`config.mk`:
```
export PLATFORM = sky130hd
export DESIGN_NAME = lsu_mem_ctrl_flat
export DESIGN_NICKNAME = d
export VERILOG_FILES = /design/src/rtl/lsu_pkg.sv /design/src/rtl/lsu_mem_ctrl_if.sv /design/src/rtl/lsu_load_extend.sv /design/src/rtl/lsu_mem_ctrl.sv /design/src/flat_wrapper.sv
export SDC_FILE = /design/constraint.sdc
export NUM_CORES = 1
export LEC_CHECK = 0
export ABC_AREA = 1
export BUFFER_PORTS_ARGS = -buffer_cell sky130_fd_sc_hd__buf_2
export CAP_MARGIN = 20
export CELL_PAD_IN_SITES_DETAIL_PLACEMENT = 0
export CELL_PAD_IN_SITES_GLOBAL_PLACEMENT = 1
export CORE_ASPECT_RATIO = 0.75
export CORE_MARGIN = 2
export CORE_UTILIZATION = 29
export CTS_CLUSTER_SIZE = 10
export DETAILED_ROUTE_END_ITERATION = 6
export PLACE_DENSITY = 0.84
export SLEW_MARGIN = 20
export SYNTH_ARGS = -nofsm -noshare
export SYNTH_HDL_FRONTEND = slang
export SYNTH_HIERARCHICAL = 1
export SYNTH_SLANG_ARGS = --single-unit
```
`constraint.sdc`:
```
create_clock -name Clk -period 2.05 [get_ports Clk]
set_input_delay 0.3075 -clock Clk [delete_from_list [all_inputs] [get_ports Clk]]
set_output_delay 0.3075 -clock Clk [all_outputs]
set_load 0.01 [all_outputs]
```
`src/rtl/lsu_pkg.sv`:
```
// Shared types and constants for the load/store controller: access sizes,
// controller states and the per-size byte write enables.
package lsu_pkg;

    typedef enum logic [2:0] {
        SIZE_B  = 3'b000,
        SIZE_H  = 3'b001,
        SIZE_W  = 3'b010,
        SIZE_BU = 3'b100,
        SIZE_HU = 3'b101
    } lsu_size_e;

    typedef enum logic [1:0] {
        IDLE,
        RD_WAIT,
        RESP
    } lsu_state_e;

    localparam logic [3:0] WR_B = 4'b0001;
    localparam logic [3:0] WR_H = 4'b0011;
    localparam logic [3:0] WR_W = 4'b1111;

    // Unused funct3 codes (011, 110, 111) fall back to a full word access.
    function automatic lsu_size_e decode_size(input logic [2:0] funct3);
        case (funct3)
            3'b000:  return SIZE_B;
            3'b001:  return SIZE_H;
            3'b100:  return SIZE_BU;
            3'b101:  return SIZE_HU;
            default: return SIZE_W;
        endcase
    endfunction

    function automatic logic [3:0] byte_enables(input lsu_size_e size);
        case (size)
            SIZE_B, SIZE_BU: return WR_B;
            SIZE_H, SIZE_HU: return WR_H;
            default:         return WR_W;
        endcase
    endfunction

endpackage

```
`src/rtl/lsu_mem_ctrl_if.sv`:
```
// Request, response and data-memory signals of the load/store controller.
// The slave modport is the controller; master is the CPU/memory side.
interface lsu_mem_ctrl_if #(
    parameter int ADDR_W = 32
);
    logic              req_valid;
    logic              req_ready;
    logic              req_store;
    logic [2:0]        req_size;
    logic [ADDR_W-1:0] req_addr;
    logic [31:0]       req_wdata;
    logic [4:0]        req_tag;

    logic [ADDR_W-1:0] mem_raddress;
    logic [ADDR_W-1:0] mem_waddress;
    logic [31:0]       mem_datain;
    logic [3:0]        mem_wr;
    logic [31:0]       mem_dataout;

    logic              rsp_valid;
    logic              rsp_ready;
    logic [31:0]       rsp_data;
    logic [4:0]        rsp_tag;
    logic              rsp_fault;

    modport slave (
        input  req_valid, req_store, req_size, req_addr, req_wdata, req_tag,
        input  mem_dataout, rsp_ready,
        output req_ready, mem_raddress, mem_waddress, mem_datain, mem_wr,
        output rsp_valid, rsp_data, rsp_tag, rsp_fault
    );

    modport master (
        output req_valid, req_store, req_size, req_addr, req_wdata, req_tag,
        output mem_dataout, rsp_ready,
        input  req_ready, mem_raddress, mem_waddress, mem_datain, mem_wr,
        input  rsp_valid, rsp_data, rsp_tag, rsp_fault
    );

endinterface

```
`src/rtl/lsu_load_extend.sv`:
```
// Sign/zero extension of raw memory read data according to the access size.
module lsu_load_extend
    import lsu_pkg::*;
(
    input  lsu_size_e   size,
    input  logic [31:0] raw,
    output logic [31:0] data
);

    always_comb begin
        data = raw;
        case (size)
            SIZE_B:  data = {{24{raw[7]}}, raw[7:0]};
            SIZE_BU: data = {24'h000000, raw[7:0]};
            SIZE_H:  data = {{16{raw[15]}}, raw[15:0]};
            SIZE_HU: data = {16'h0000, raw[15:0]};
            default: data = raw;
        endcase
    end

endmodule

```
`src/rtl/lsu_mem_ctrl.sv`:
```
// Load/store controller between the MEM stage and the byte-banked data memory.
// Optional misalignment trapping is enabled with `define LSU_MISALIGN_TRAP_EN.
module lsu_mem_ctrl
    import lsu_pkg::*;
#(
    parameter int MEM_RD_LAT = 1,
    parameter int ADDR_W     = 32
) (
    input  logic           Clk,
    input  logic           Reset_n,
    lsu_mem_ctrl_if.slave  bus
);

    localparam logic [1:0] LAT_INIT = 2'(MEM_RD_LAT - 1);

    lsu_state_e        state, next_state;
    logic [ADDR_W-1:0] addr_q;
    lsu_size_e         size_q;
    logic [4:0]        tag_q;
    logic [1:0]        cnt_q;
    logic [31:0]       data_q;
    logic [31:0]       ext_data;
    lsu_size_e         req_size_dec;
    logic              accept;
    logic              misaligned;

    assign req_size_dec = decode_size(bus.req_size);
    assign accept       = bus.req_valid && bus.req_ready;

`ifdef LSU_MISALIGN_TRAP_EN
    logic fault_q;

    assign misaligned = (((req_size_dec == SIZE_H) || (req_size_dec == SIZE_HU)) && bus.req_addr[0])
                     || ((req_size_dec == SIZE_W) && (bus.req_addr[1:0] != 2'b00));
    assign bus.rsp_fault = fault_q;
`else
    assign misaligned    = 1'b0;
    assign bus.rsp_fault = 1'b0;
`endif

    lsu_load_extend u_load_extend (
        .size (size_q),
        .raw  (bus.mem_dataout),
        .data (ext_data)
    );

    always_ff @(posedge Clk or negedge Reset_n) begin
        if (!Reset_n) begin
            state <= IDLE;
        end else begin
            state <= next_state;
        end
    end

    // Stores and trapped accesses commit in the accept cycle and go straight
    // to RESP; the accept-cycle address is combinational so the write lands
    // on the same edge that the request is taken.
    always_comb begin
        next_state       = state;
        bus.req_ready    = 1'b0;
        bus.mem_wr       = 4'b0000;
        bus.mem_datain   = 32'h0000_0000;
        bus.mem_raddress = addr_q;
        case (state)
            IDLE: begin
                bus.req_ready = 1'b1;
                if (bus.req_valid) begin
                    bus.mem_raddress = bus.req_addr;
                    if (misaligned) begin
                        next_state = RESP;
                    end else if (bus.req_store) begin
                        bus.mem_wr     = byte_enables(req_size_dec);
                        bus.mem_datain = bus.req_wdata;
                        next_state     = RESP;
                    end else begin
                        next_state = RD_WAIT;
                    end
                end
            end
            RD_WAIT: begin
                if (cnt_q == 2'd0) begin
                    next_state = RESP;
                end
            end
            RESP: begin
                if (bus.rsp_ready) begin
                    next_state = IDLE;
                end
            end
            default: next_state = IDLE;
        endcase
    end

    assign bus.mem_waddress = bus.mem_raddress;
    assign bus.rsp_valid    = (state == RESP);
    assign bus.rsp_data     = data_q;
    assign bus.rsp_tag      = tag_q;

    always_ff @(posedge Clk or negedge Reset_n) begin
        if (!Reset_n) begin
            addr_q  <= '0;
            size_q  <= SIZE_W;
            tag_q   <= 5'd0;
            cnt_q   <= 2'd0;
            data_q  <= 32'h0000_0000;
`ifdef LSU_MISALIGN_TRAP_EN
            fault_q <= 1'b0;
`endif
        end else if (accept) begin
            addr_q  <= bus.req_addr;
            size_q  <= req_size_dec;
            tag_q   <= bus.req_tag;
            cnt_q   <= LAT_INIT;
            data_q  <= 32'h0000_0000;
`ifdef LSU_MISALIGN_TRAP_EN
            fault_q <= misaligned;
`endif
        end else if (state == RD_WAIT) begin
            if (cnt_q == 2'd0) begin
                data_q <= ext_data;
            end else begin
                cnt_q <= cnt_q - 2'd1;
            end
        end
    end

endmodule
```
`src/flat_wrapper.sv`:
```
// flat-port wrapper written by rule: the top's interface ports become plain ports
module lsu_mem_ctrl_flat import lsu_pkg::*;
#(
    parameter int MEM_RD_LAT = 1,
    parameter int ADDR_W     = 32
)
  (Clk, Reset_n, bus_req_valid, bus_req_store, bus_req_size, bus_req_addr, bus_req_wdata, bus_req_tag, bus_mem_dataout, bus_rsp_ready, bus_req_ready, bus_mem_raddress, bus_mem_waddress, bus_mem_datain, bus_mem_wr, bus_rsp_valid, bus_rsp_data, bus_rsp_tag, bus_rsp_fault);
  lsu_mem_ctrl_if #(.ADDR_W(ADDR_W)) bus_i ();
  input  logic Clk;
  input  logic Reset_n;
  input wire logic [$bits(bus_i.req_valid)-1:0] bus_req_valid;
  input wire logic [$bits(bus_i.req_store)-1:0] bus_req_store;
  input wire logic [$bits(bus_i.req_size)-1:0] bus_req_size;
  input wire logic [$bits(bus_i.req_addr)-1:0] bus_req_addr;
  input wire logic [$bits(bus_i.req_wdata)-1:0] bus_req_wdata;
  input wire logic [$bits(bus_i.req_tag)-1:0] bus_req_tag;
  input wire logic [$bits(bus_i.mem_dataout)-1:0] bus_mem_dataout;
  input wire logic [$bits(bus_i.rsp_ready)-1:0] bus_rsp_ready;
  output wire logic [$bits(bus_i.req_ready)-1:0] bus_req_ready;
  output wire logic [$bits(bus_i.mem_raddress)-1:0] bus_mem_raddress;
  output wire logic [$bits(bus_i.mem_waddress)-1:0] bus_mem_waddress;
  output wire logic [$bits(bus_i.mem_datain)-1:0] bus_mem_datain;
  output wire logic [$bits(bus_i.mem_wr)-1:0] bus_mem_wr;
  output wire logic [$bits(bus_i.rsp_valid)-1:0] bus_rsp_valid;
  output wire logic [$bits(bus_i.rsp_data)-1:0] bus_rsp_data;
  output wire logic [$bits(bus_i.rsp_tag)-1:0] bus_rsp_tag;
  output wire logic [$bits(bus_i.rsp_fault)-1:0] bus_rsp_fault;
  assign bus_i.req_valid = bus_req_valid;
  assign bus_i.req_store = bus_req_store;
  assign bus_i.req_size = bus_req_size;
  assign bus_i.req_addr = bus_req_addr;
  assign bus_i.req_wdata = bus_req_wdata;
  assign bus_i.req_tag = bus_req_tag;
  assign bus_i.mem_dataout = bus_mem_dataout;
  assign bus_i.rsp_ready = bus_rsp_ready;
  assign bus_req_ready = bus_i.req_ready;
  assign bus_mem_raddress = bus_i.mem_raddress;
  assign bus_mem_waddress = bus_i.mem_waddress;
  assign bus_mem_datain = bus_i.mem_datain;
  assign bus_mem_wr = bus_i.mem_wr;
  assign bus_rsp_valid = bus_i.rsp_valid;
  assign bus_rsp_data = bus_i.rsp_data;
  assign bus_rsp_tag = bus_i.rsp_tag;
  assign bus_rsp_fault = bus_i.rsp_fault;
  lsu_mem_ctrl #(.MEM_RD_LAT(MEM_RD_LAT), .ADDR_W(ADDR_W)) u_core (.Clk(Clk), .Reset_n(Reset_n), .bus(bus_i));
endmodule
```
==> results of run 1 <==
==> sequential cells by signal, indices dropped and copies added, names as in the netlist <==
signal / count
u_core/addr_q: 32
u_core/bus.rsp_data: 32
u_core/bus.rsp_tag: 5
u_core/cnt_q: 2
u_core/size_q: 3
u_core/state: 2
==> cells in the mapped netlist <==
library cell	count
buf_6	4
clkbuf_1	10
nand2_2	3
nor2_4	1
ha_1	1
nand3b_1	1
o21ai_1	7
nor2_2	1
nand4_1	1
dfstp_2	1
conb_1	1
nand2_1	142
nand3_2	3
nor2_1	42
buf_4	46
a21oi_1	1
buf_2	14
nand3_1	84
nand3_4	1
o21ai_0	37
inv_1	76
dfrtp_1	75
==> metrics by stage <==
stage / instances / total power [mW] / hold slack, ns / utilization (%)
final: 927 / 6.49 / 0.208 / 39.6
after global routing: 927 / 7.07 / 0.210 / 39.6
after global placement: 910 / 5.02 / 0.334 / 37.4
after CTS: 927 / 6.61 / 0.195 / 39.6
after floorplan: 552 / 4.25 / 0.0119 / -
after detailed placement: 910 / 5.05 / 0.332 / 37.4
==> cells by family after synthesis <==
group / Yosys count / synth area share (%)
other: 1 / 0.0907
adder cells (fa/ha/maj): 1 / 0.302
buffers and inverters: 150 / 18.9
flip-flops: 76 / 46.0
AO/OA/AOI/OAI: 45 / 5.44
AND/OR/NAND/NOR: 279 / 29.2
==> metal layers <==
layer  share of wire, %  global-route usage, %  wire length [microns]
met1                 47                   20.0                   5400
met2                 45                   24.6                   5120
met3                6.9                   3.65                    782
met4               0.81                   3.86                     92
met5                  0                      0                      0
==> path summary, 6_finish.rpt <==
| path | to | slack, ns | depth (start not counted) |
|---|---|---|---|
| worst max-delay path | bus_mem_waddress[21] | 0.16 | 6 |
| worst min-delay path | u_core/bus.rsp_data[4] | 0.21 | 3 |
| worst max register to register | u_core/bus.rsp_data[7] | 0.33 | 5 |
| worst min register to register | u_core/addr_q[25] | 0.47 | 2 |
| max in group asynchronous | u_core/addr_q[12] | 0.95 | 3 |
| min in group asynchronous | u_core/bus.rsp_data[4] | 0.50 | 2 |
==> final cells by class <==
| type | count | area share [%] |
|---|---|---|
| Sequential cell | 76 | 34.7 |
| Multi-Input combinational cell | 326 | 26.4 |
| Clock inverter | 6 | 0.844 |
| Tap cell | 175 | 3.99 |
| Timing Repair Buffer | 258 | 24.5 |
| Clock buffer | 10 | 4.36 |
| Inverter | 76 | 5.20 |
==> where the power goes <==
part | internal (mW) | switching, mW
clock network | 0.861 | 0.638
registers | 2.00 | 0.236
logic | 1.06 | 1.70
total | 3.92 | 2.57
==> repair_timing <==
| item | in CTS | in global routing |
|---|---|---|
| hold buffers | 1 | 0 |
| pin swaps | 0 | 0 |
| gates resized for setup | 1 | 1 |
| endpoints found under the setup margin | 5 | 1 |
| hold endpoints to repair | 37 | 0 |
==> worst max-delay path, cell delays in order, from the launching register on <==
cell and delay [ns]:
dfrtp_1 0.38, nor2_4 0.07, nand2_2 0.07, buf_6 0.34, nand2_1 0.12, nand2_1 0.10
buf_2 0.14
==> out/results.tsv, run 1 <==
stage	metric	value	unit
sta	maxSlewHeadroom	57.1	%
cts	cts.sinks	76	
die	start_util	29.9	%
logic_synthesis	synth_nets	662	
layout	drive_gt1_share	37.6	%
run_status	outcome	finished, final reports clean	
power	p_per_area	1180	mW/mm^2
sta	rsz0062_at_grt	no	
power	leakage	3.52	nW
cts	post_cts_buffers	0	
job	drv_cap	0	
logic_synthesis	ys_seq_elements	76	
die	dieWidth	142	microns
die	dieArea	0.0152	sq mm
sta	finalCritPeriodShare	92.0	%
routing	wl_per_cell	12.3	microns
grt	grt_pass1_wl	18200	microns
place	hpwl	8500	microns
layout	ff_latch_area	0.00190	sq mm
sta	slew_violations	0	
sta	setup_viol	0	
sta	fin_skew	0.00510	ns
critical_path	cp_max_fo	55	
grt	grt_overflow	0	
hold_path	hp-start	bus_mem_dataout[4]	
grt	antenna_found_initial	0	
critical_path	r2r-start	u_core/cnt_q[0]	
sta	finalWorstSetupSlack	0.165	ns
critical_path	worstSetupStartpoint	u_core/state[1]	
die	ios	249	
routing	vias	4001	
cts	clk_pin_slew_worst_paths	0.06	ns
sta	fmax	530	MHz
grt	track_usage	15.0	%
logic_synthesis	synth_area_per_cell	7.49	sq um
layout	final_common_cell	buf_2	
sta	fin_crit	1.89	ns
place	place_area	0.00518	sq mm
routing	routed_wl	11400	microns
critical_path	worstSetupEndpointType	output pin	
layout	post-route-cell-area	0.00549	sq mm
logic_synthesis	yosys_warnings	6	
critical_path	path_class	reg2out	
sta	hold_violations	0	
cts	cts_htree_levels	3	
cts	cts_buffer_depth	2	
critical_path	critPathLaunchType	flop	
layout	nets	857	
cts	worstSkewPairLatency	0.33	ns
cts	cts_made_buffers	9	
power	ir_drop	0.383	mV
layout	multi_input_area	0.00145	sq mm
die	fp.dieH	107	microns
logic_synthesis	syn_area	0.00414	sq mm
critical_path	worstPathArrival	1.58	ns
logic_synthesis	synth_top_area_share	45.4	%
layout	final_cell_mix	246 x buf_2, 142 x nand2_1, 84 x nand3_1	
logic_synthesis	synth_top_cell_by_area	dfrtp_1	
sta	finalSetupTns	0	ns
logic_synthesis	synth_cell_types	22	
die	row_count	37	
logic_synthesis	netlist_instances	552	
place	pre_cts_ws	0.344	ns
grt	grt_max_degree	65	
logic_synthesis	synth_top_cells_by_area	dfrtp_1 45%, nand2_1 13%, nand3_1 10%	
layout	synthToLayoutAreaGrowth	32.6	%
place	gp_congestion	0.755	
routing	drt_iter0_drc	203	
logic_synthesis	ys_seq_area_share	46.0	%
cts	cts_root_buf	clkbuf_16	
critical_path	required	1.74	ns
routing	viasPerCell	4.32	
grt	grt_pass1_vias	3723	
routing	first_pass_iters	4	
sta	worstMarginPinSlew	0.643	ns
layout	antennaDiodeCount	0	
hold_path	hold_path_class	in2reg	
routing	ant_nets	0	
layout	n_fill_cell	1510	
place	numPortBuffers	247	
routing	drc_errors	0	
cts	cts_tree	yes	
die	coreArea	0.0138	sq mm
(Power assumes the default switching activity.)
==> run 2, diff against run 1 <==
- CORE_MARGIN: 2 -> 5
==> run 2 against run 1 <==
Die area grew 10%; clock power is 9% higher; wire length grew 8.2%; sequential power hardly changed; fmax fell by 1.5%; non-clock buffer count down 2; sequential cell count unchanged; total power is 2.4% higher; critical endpoint is now bus_mem_raddress[12]; register-to-register slack worse by 0.02 ns; critical path depth shrank 1.
==> out/results.tsv, run 2 (synthesis results as in run 1) <==
stage	metric	value	unit	change
run_status	outcome	finished, final reports clean		unchanged
cts	post_cts_buffers	0		unchanged
cts	cts_buffer_depth	2		unchanged
place	place_area	0.00517	sq mm	was 0.00518 sq mm
routing	ant_nets	0		unchanged
place	numPortBuffers	247		unchanged
sta	fmax	522	MHz	was 530 MHz
power	p_per_area	1210	mW/mm^2	was 1180 mW/mm^2
sta	fin_skew	0.00476	ns	was 0.00510 ns
sta	maxSlewHeadroom	56.6	%	was 57.1%
die	coreArea	0.0138	sq mm	unchanged
cts	cts_tree	yes		unchanged
layout	final_common_cell	buf_2		unchanged
power	power_frac_clock	24.5	%	was 23.1%
cts	clk_pin_slew_worst_paths	0.06	ns	about the same
die	dieArea	0.0168	sq mm	was 0.0152 sq mm
die	start_util	29.9	%	unchanged
grt	grt_pass1_vias	3906		was 3723
routing	viasPerCell	4.33		was 4.32
sta	setup_viol	0		unchanged
cts	cts_made_buffers	9		unchanged
power	leakage	3.52	nW	about the same
layout	nets	855		was 857
critical_path	required	1.74	ns	about the same
sta	rsz0062_at_grt	no		unchanged
grt	grt_overflow	0		unchanged
routing	vias	4003		was 4001
routing	drc_errors	0		unchanged
grt	grt_pass1_wl	19700	microns	was 18200 microns
sta	slew_violations	0		unchanged
grt	grt_max_degree	65		unchanged
layout	drive_gt1_share	37.6	%	about the same
sta	finalCritPeriodShare	93.4	%	was 92.0%
cts	worstSkewPairLatency	0.33	ns	about the same
sta	fin_crit	1.91	ns	was 1.89 ns
die	fp.dieH	113	microns	was 107 microns
critical_path	cp_max_fo	19		was 55
place	hpwl	9330	microns	was 8500 microns
layout	fin_cells	925		was 927
critical_path	worstSetupEndpointType	output pin		unchanged
power	swShare	39.1	%	was 39.6%
critical_path	worstPathArrival	1.61	ns	was 1.58 ns
layout	antennaDiodeCount	0		unchanged
hold_path	hp-start	bus_req_tag[2]		was bus_mem_dataout[4]
layout	n_fill_cell	1465		was 1510
grt	track_usage	14.4	%	was 15.0%
critical_path	path_class	reg2out		unchanged
place	pre_cts_ws	0.309	ns	was 0.344 ns
die	ios	249		unchanged
power	p_switching	2.60	mW	was 2.57 mW
hold_path	hold_path_class	in2reg		unchanged
layout	final_cell_mix	246 x buf_2, 142 x nand2_1, 84 x nand3_1		unchanged
sta	worstMarginPinSlew	0.651	ns	was 0.643 ns
layout	post-route-cell-area	0.00551	sq mm	was 0.00549 sq mm
sta	finalWorstSetupSlack	0.135	ns	was 0.165 ns
critical_path	critPathLaunchType	flop		unchanged
routing	routed_wl	12300	microns	was 11400 microns
layout	multi_input_area	0.00145	sq mm	unchanged
grt	antenna_found_initial	1		was 0
layout	synthToLayoutAreaGrowth	33.1	%	was 32.6%
hold_path	hold_end	u_core/bus.rsp_tag[2]		was u_core/bus.rsp_data[4]
routing	wl_per_cell	13.3	microns	was 12.3 microns
routing	first_pass_iters	4		unchanged
job	drv_cap	0		unchanged
die	row_count	37		unchanged
power	p_seq_share	33.5	%	was 34.4%
critical_path	r2r-start	u_core/cnt_q[0]		unchanged
die	dieWidth	148	microns	was 142 microns
critical_path	rr_worst_depth	5		unchanged
hold_path	holdPathStages	3		unchanged
place	dpl.cell_count	908		was 910
place	gp_congestion	0.736		was 0.755
sta	finalSetupTns	0	ns	unchanged
cts	cts.sinks	76		unchanged
power	ir_drop	0.360	mV	was 0.383 mV
critical_path	reg2reg_slack	0.31	ns	was 0.33 ns
critical_path	timing.rr.end	u_core/bus.rsp_data[19]		was u_core/bus.rsp_data[7]
layout	ff_latch_area	0.00190	sq mm	about the same
power	p_int	4.05	mW	was 3.92 mW
routing	drt_iter0_drc	189		was 203
power	combPwrFrac	42.0	%	was 42.5%
sta	hold_violations	0		unchanged
cts	cts_root_buf	clkbuf_16		unchanged
cts	cts_htree_levels	3		unchanged
-- run 2: changes by cell type in the layout (fill, tap and decap cells not counted), sizes merged --
cell	delta
clkinvlp	-1
clkinv	+1
buf	-2
inv	-1
bufinv	+1
-- run 2: metal layers --
layer | share of wire (%) | track usage, % | up-vias
met1 | 44 | 18.4 | 1793
li1 | - | - | 2046
met3 | 8.8 | 4.92 | 10
met4 | 1.0 | 3.88 | 2
met2 | 46 | 23.5 | 152
met5 | 0.057 | 0 | -
-- run 2: critical path: stages (launching register included) --
cell and delay [ns]:
dfrtp_2 0.46, nor2_4 0.15, buf_4 0.26, nand3_1 0.12, nand2_1 0.12, buf_2 0.14
-- run 2: power by group through the flow --
stage	Sequential [mW]	Clock (mW)	Combinational [mW]
after floorplan	2.31	0	1.94
after global placement	2.23	0	2.82
after detailed placement	2.24	0	2.84
after CTS	2.23	1.69	2.85
after global routing	2.29	1.76	3.17
final	2.22	1.63	2.79
-- run 2: worst max path at each step --
stage	cells past startpoint	from	to	slack [ns]
final	5	u_core/state[0]	bus_mem_raddress[12]	0.14
after CTS	5	u_core/state[0]	bus_mem_raddress[31]	0.01
after floorplan	7	u_core/state[0]	bus_mem_waddress[0]	0.42
after global placement	6	u_core/state[0]	bus_mem_waddress[8]	0.37
after global routing	5	u_core/state[0]	bus_mem_waddress[18]	0.007
after detailed placement	5	u_core/cnt_q[0]	u_core/bus.rsp_data[19]	0.31
-- run 2: repair_timing --
action | 4_1_cts | 5_1_grt
hold endpoints to repair | 33 | 0
gates resized for setup | 1 | 4
endpoints found under the setup margin | 26 | 57
hold buffers | 1 | 0
-- run 2: metrics by stage --
stage / power (mW) / utilization (%) / hold slack [ns]
global placement: 5.05 / 37.3 / 0.291
finish: 6.64 / 39.8 / 0.211
detailed placement: 5.09 / 37.3 / 0.291
CTS: 6.77 / 39.7 / 0.192
floorplan: 4.25 / - / 0.0119
global route: 7.22 / 39.8 / 0.196
-- run 2: cell type report --
class	count	share of cell area (%)
clock buffer	10	4.34
clock inverter	6	1.32
inverter	76	5.18
multi-input combinational	326	26.3
sequential	76	34.6
tap	175	3.98
timing repair buffer	256	24.3
==> run 3, diff against run 2 <==
- GPL_TIMING_DRIVEN: not set -> 0
- TNS_END_PERCENT: not set -> 20
==> run 3 against run 2 <==
Clock-buffer cell count stayed put; wire length is 7.5% higher; final cell count is 6.9% higher; via count is 7.2% higher; sequential cell count stayed put; clock skew is 0.0015 ns higher; total power is 9.7% higher; largest power group unchanged; first-iteration DRC count is 12% lower.
==> out/results.tsv, run 3 (synthesis results as in run 1) <==
stage	metric	value	unit	change
run_status	outcome	finished, final reports clean		unchanged
critical_path	r2r-start	u_core/size_q[1]		was u_core/cnt_q[0]
cts	cts_htree_levels	3		unchanged
critical_path	path_class	reg2out		unchanged
sta	rsz0062_at_grt	yes		was no
power	p_seq_share	30.7	%	was 33.5%
grt	use_met2	25.7	%	was 23.5%
routing	vias	4290		was 4003
critical_path	worst-path-buf-inv	4		was 2
power	swShare	37.8	%	was 39.1%
sta	worstMarginPinSlew	0.523	ns	was 0.651 ns
sta	fin_skew	0.00627	ns	was 0.00476 ns
grt	grt_util_met1	20.8	%	was 18.4%
grt	grt_pass1_wl	21400	microns	was 19700 microns
critical_path	critPathTopFamily	buffers and inverters		was flip-flops
layout	final_cell_mix	248 x buf_2, 109 x nand2_1, 82 x nand3_1		was 246 x buf_2, 142 x nand2_1, 84 x nand3_1
layout	n_fill_cell	1494		was 1465
place	pre_cts_ws	0.168	ns	was 0.309 ns
cts	clk_pin_slew_worst_paths	0.06	ns	about the same
routing	wl_per_cell	13.4	microns	was 13.3 microns
sta	setup_viol	0		unchanged
sta	maxSlewHeadroom	65.2	%	was 56.6%
sta	fmax	507	MHz	was 522 MHz
die	row_count	37		unchanged
die	fp.dieH	113	microns	unchanged
critical_path	cp_slowest_stage_delay	0.41	ns	was 0.46 ns
power	p_switching	2.76	mW	was 2.60 mW
cts	cts_root_buf	clkbuf_16		unchanged
power	combPwrFrac	48.1	%	was 42.0%
sta	hold_violations	0		unchanged
layout	nets	919		was 855
critical_path	worstPathArrival	1.67	ns	was 1.61 ns
critical_path	crit_slowest_cell	dfrtp_1		was dfrtp_2
grt	antenna_found_initial	1		unchanged
sta	finalCritPeriodShare	96.3	%	was 93.4%
layout	final_common_cell	buf_2		unchanged
layout	drive_gt1_share	45.8	%	was 37.6%
hold_path	hp-start	bus_req_tag[1]		was bus_req_tag[2]
routing	first_pass_iters	4		unchanged
die	dieWidth	148	microns	unchanged
critical_path	cp_max_fo	10		was 19
die	dieArea	0.0168	sq mm	unchanged
layout	synthToLayoutAreaGrowth	47.5	%	was 33.1%
power	p_per_area	1190	mW/mm^2	was 1210 mW/mm^2
sta	finalSetupTns	0	ns	unchanged
place	numPortBuffers	239		was 247
grt	track_usage	15.7	%	was 14.4%
sta	finalWorstSetupSlack	0.0767	ns	was 0.135 ns
die	ios	249		unchanged
place	hpwl	10600	microns	was 9330 microns
grt	busiest_layer	met2		unchanged
sta	hold_ws	0.221	ns	was 0.211 ns
cts	cts_made_buffers	9		unchanged
routing	drt_iter0_drc	167		was 189
hold_path	holdPathStages	3		unchanged
place	gp_congestion	0.766		was 0.736
sta	fin_crit	1.97	ns	was 1.91 ns
routing	drc_errors	0		unchanged
power	power_frac_clock	21.2	%	was 24.5%
cts	worstSkewPairLatency	0.32	ns	was 0.33 ns
critical_path	worstSetupEndpointType	output pin		unchanged
job	drv_cap	0		unchanged
critical_path	rr_worst_depth	6		was 5
grt	grt_overflow	0		unchanged
critical_path	path_cells	nor2_4, nand2_4, buf_12, buf_6, nand2_1, nand2_2, buf_4, buf_2		was nor2_4, buf_4, nand3_1, nand2_1, buf_2
critical_path	reg2reg_slack	0.49	ns	was 0.31 ns
routing	ant_nets	0		unchanged
power	ir_drop	0.368	mV	was 0.360 mV
sta	slew_violations	0		unchanged
die	coreArea	0.0138	sq mm	unchanged
power	leakage	3.83	nW	was 3.52 nW
critical_path	required	1.74	ns	about the same
power	p_int	4.53	mW	was 4.05 mW
cts	cts_tree	yes		unchanged
cts	cts.sinks	76		unchanged
die	start_util	29.9	%	unchanged
grt	grt_use_met3	5.00	%	was 4.92%
critical_path	timing.rr.end	u_core/bus.rsp_data[9]		was u_core/bus.rsp_data[19]
cts	cts_buffer_depth	2		unchanged
critical_path	critPathLaunchType	flop		unchanged
grt	grt_max_degree	40		was 65
routing	routed_wl	13200	microns	was 12300 microns
hold_path	hold_end	u_core/bus.rsp_tag[1]		was u_core/bus.rsp_tag[2]
grt	grt_pass1_vias	4298		was 3906
routing	viasPerCell	4.34		was 4.33
hold_path	hold_path_class	in2reg		unchanged
layout	fin_util	44.1	%	was 39.8%
## run 3: worst min-delay path: stages
cell and delay (ns):
buf_2 0.07, nand3_1 0.06, nand2_1 0.06
## run 3: final cells by class
| type | instances | area, sq um | share of cell area [%] |
|---|---|---|---|
| clock buffers | 10 | 239 | 3.92 |
| well taps | 175 | 219 | 3.59 |
| inverters | 76 | 285 | 4.68 |
| plain buffers | 74 | 567 | 9.29 |
| flip-flops and latches | 76 | 1900 | 31.2 |
| diodes | 1 | 2.50 | 0.0410 |
| repair buffers | 246 | 1270 | 20.8 |
| multi-input cells | 326 | 1570 | 25.7 |
| clock inverters | 5 | 52.6 | 0.861 |
## run 3: how the worst max path moves through the flow
| stage | slack, ns | endpoint | startpoint | cells after the start |
|---|---|---|---|---|
| 3_3_place_gp | 0.08 | u_core/addr_q[7] | Reset_n | 1 |
| 2_1_floorplan | 0.42 | bus_mem_waddress[0] | u_core/state[0] | 7 |
| 4_1_cts | -0.006 | bus_mem_waddress[10] | u_core/state[0] | 8 |
| 5_1_grt | -0.03 | bus_mem_datain[6] | u_core/state[1] | 6 |
| 6_report | 0.08 | bus_mem_waddress[30] | u_core/state[1] | 8 |
| 3_5_place_dp | 0.17 | bus_mem_waddress[10] | u_core/state[0] | 8 |
## run 3: routing by layer
layer / share of wire [%] / vias up
li1: - / 2177
met1: 44 / 1938
met2: 46 / 167
met3: 9.2 / 6
met4: 0.57 / 2
met5: 0.098 / -
## run 3: per-stage QoR
| stage | area, sq um | instances | power [mW] |
|---|---|---|---|
| after CTS | 5940 | 986 | 7.22 |
| after floorplan | 4140 | 552 | 4.25 |
| after global placement | 5550 | 966 | 5.51 |
| after global routing | 6100 | 988 | 7.91 |
| final | 6100 | 989 | 7.29 |
| after detailed placement | 5570 | 967 | 5.56 |
## run 3: power groups by stage
stage	clock network, mW	logic, mW	registers [mW]
2_1_floorplan	0	1.94	2.31
3_3_place_gp	0	3.30	2.21
3_5_place_dp	0	3.33	2.23
4_1_cts	1.60	3.41	2.20
5_1_grt	1.67	3.93	2.30
6_report	1.55	3.50	2.24
## run 3: what timing repair did
item | CTS | global route
setup buffers | 3 | 2
hold endpoints to repair | 36 | 0
pin swaps | 1 | 12
resized for setup | 13 | 51
hold buffers | 1 | 0
cloned | 0 | 0
setup endpoints to repair | 80 | 53
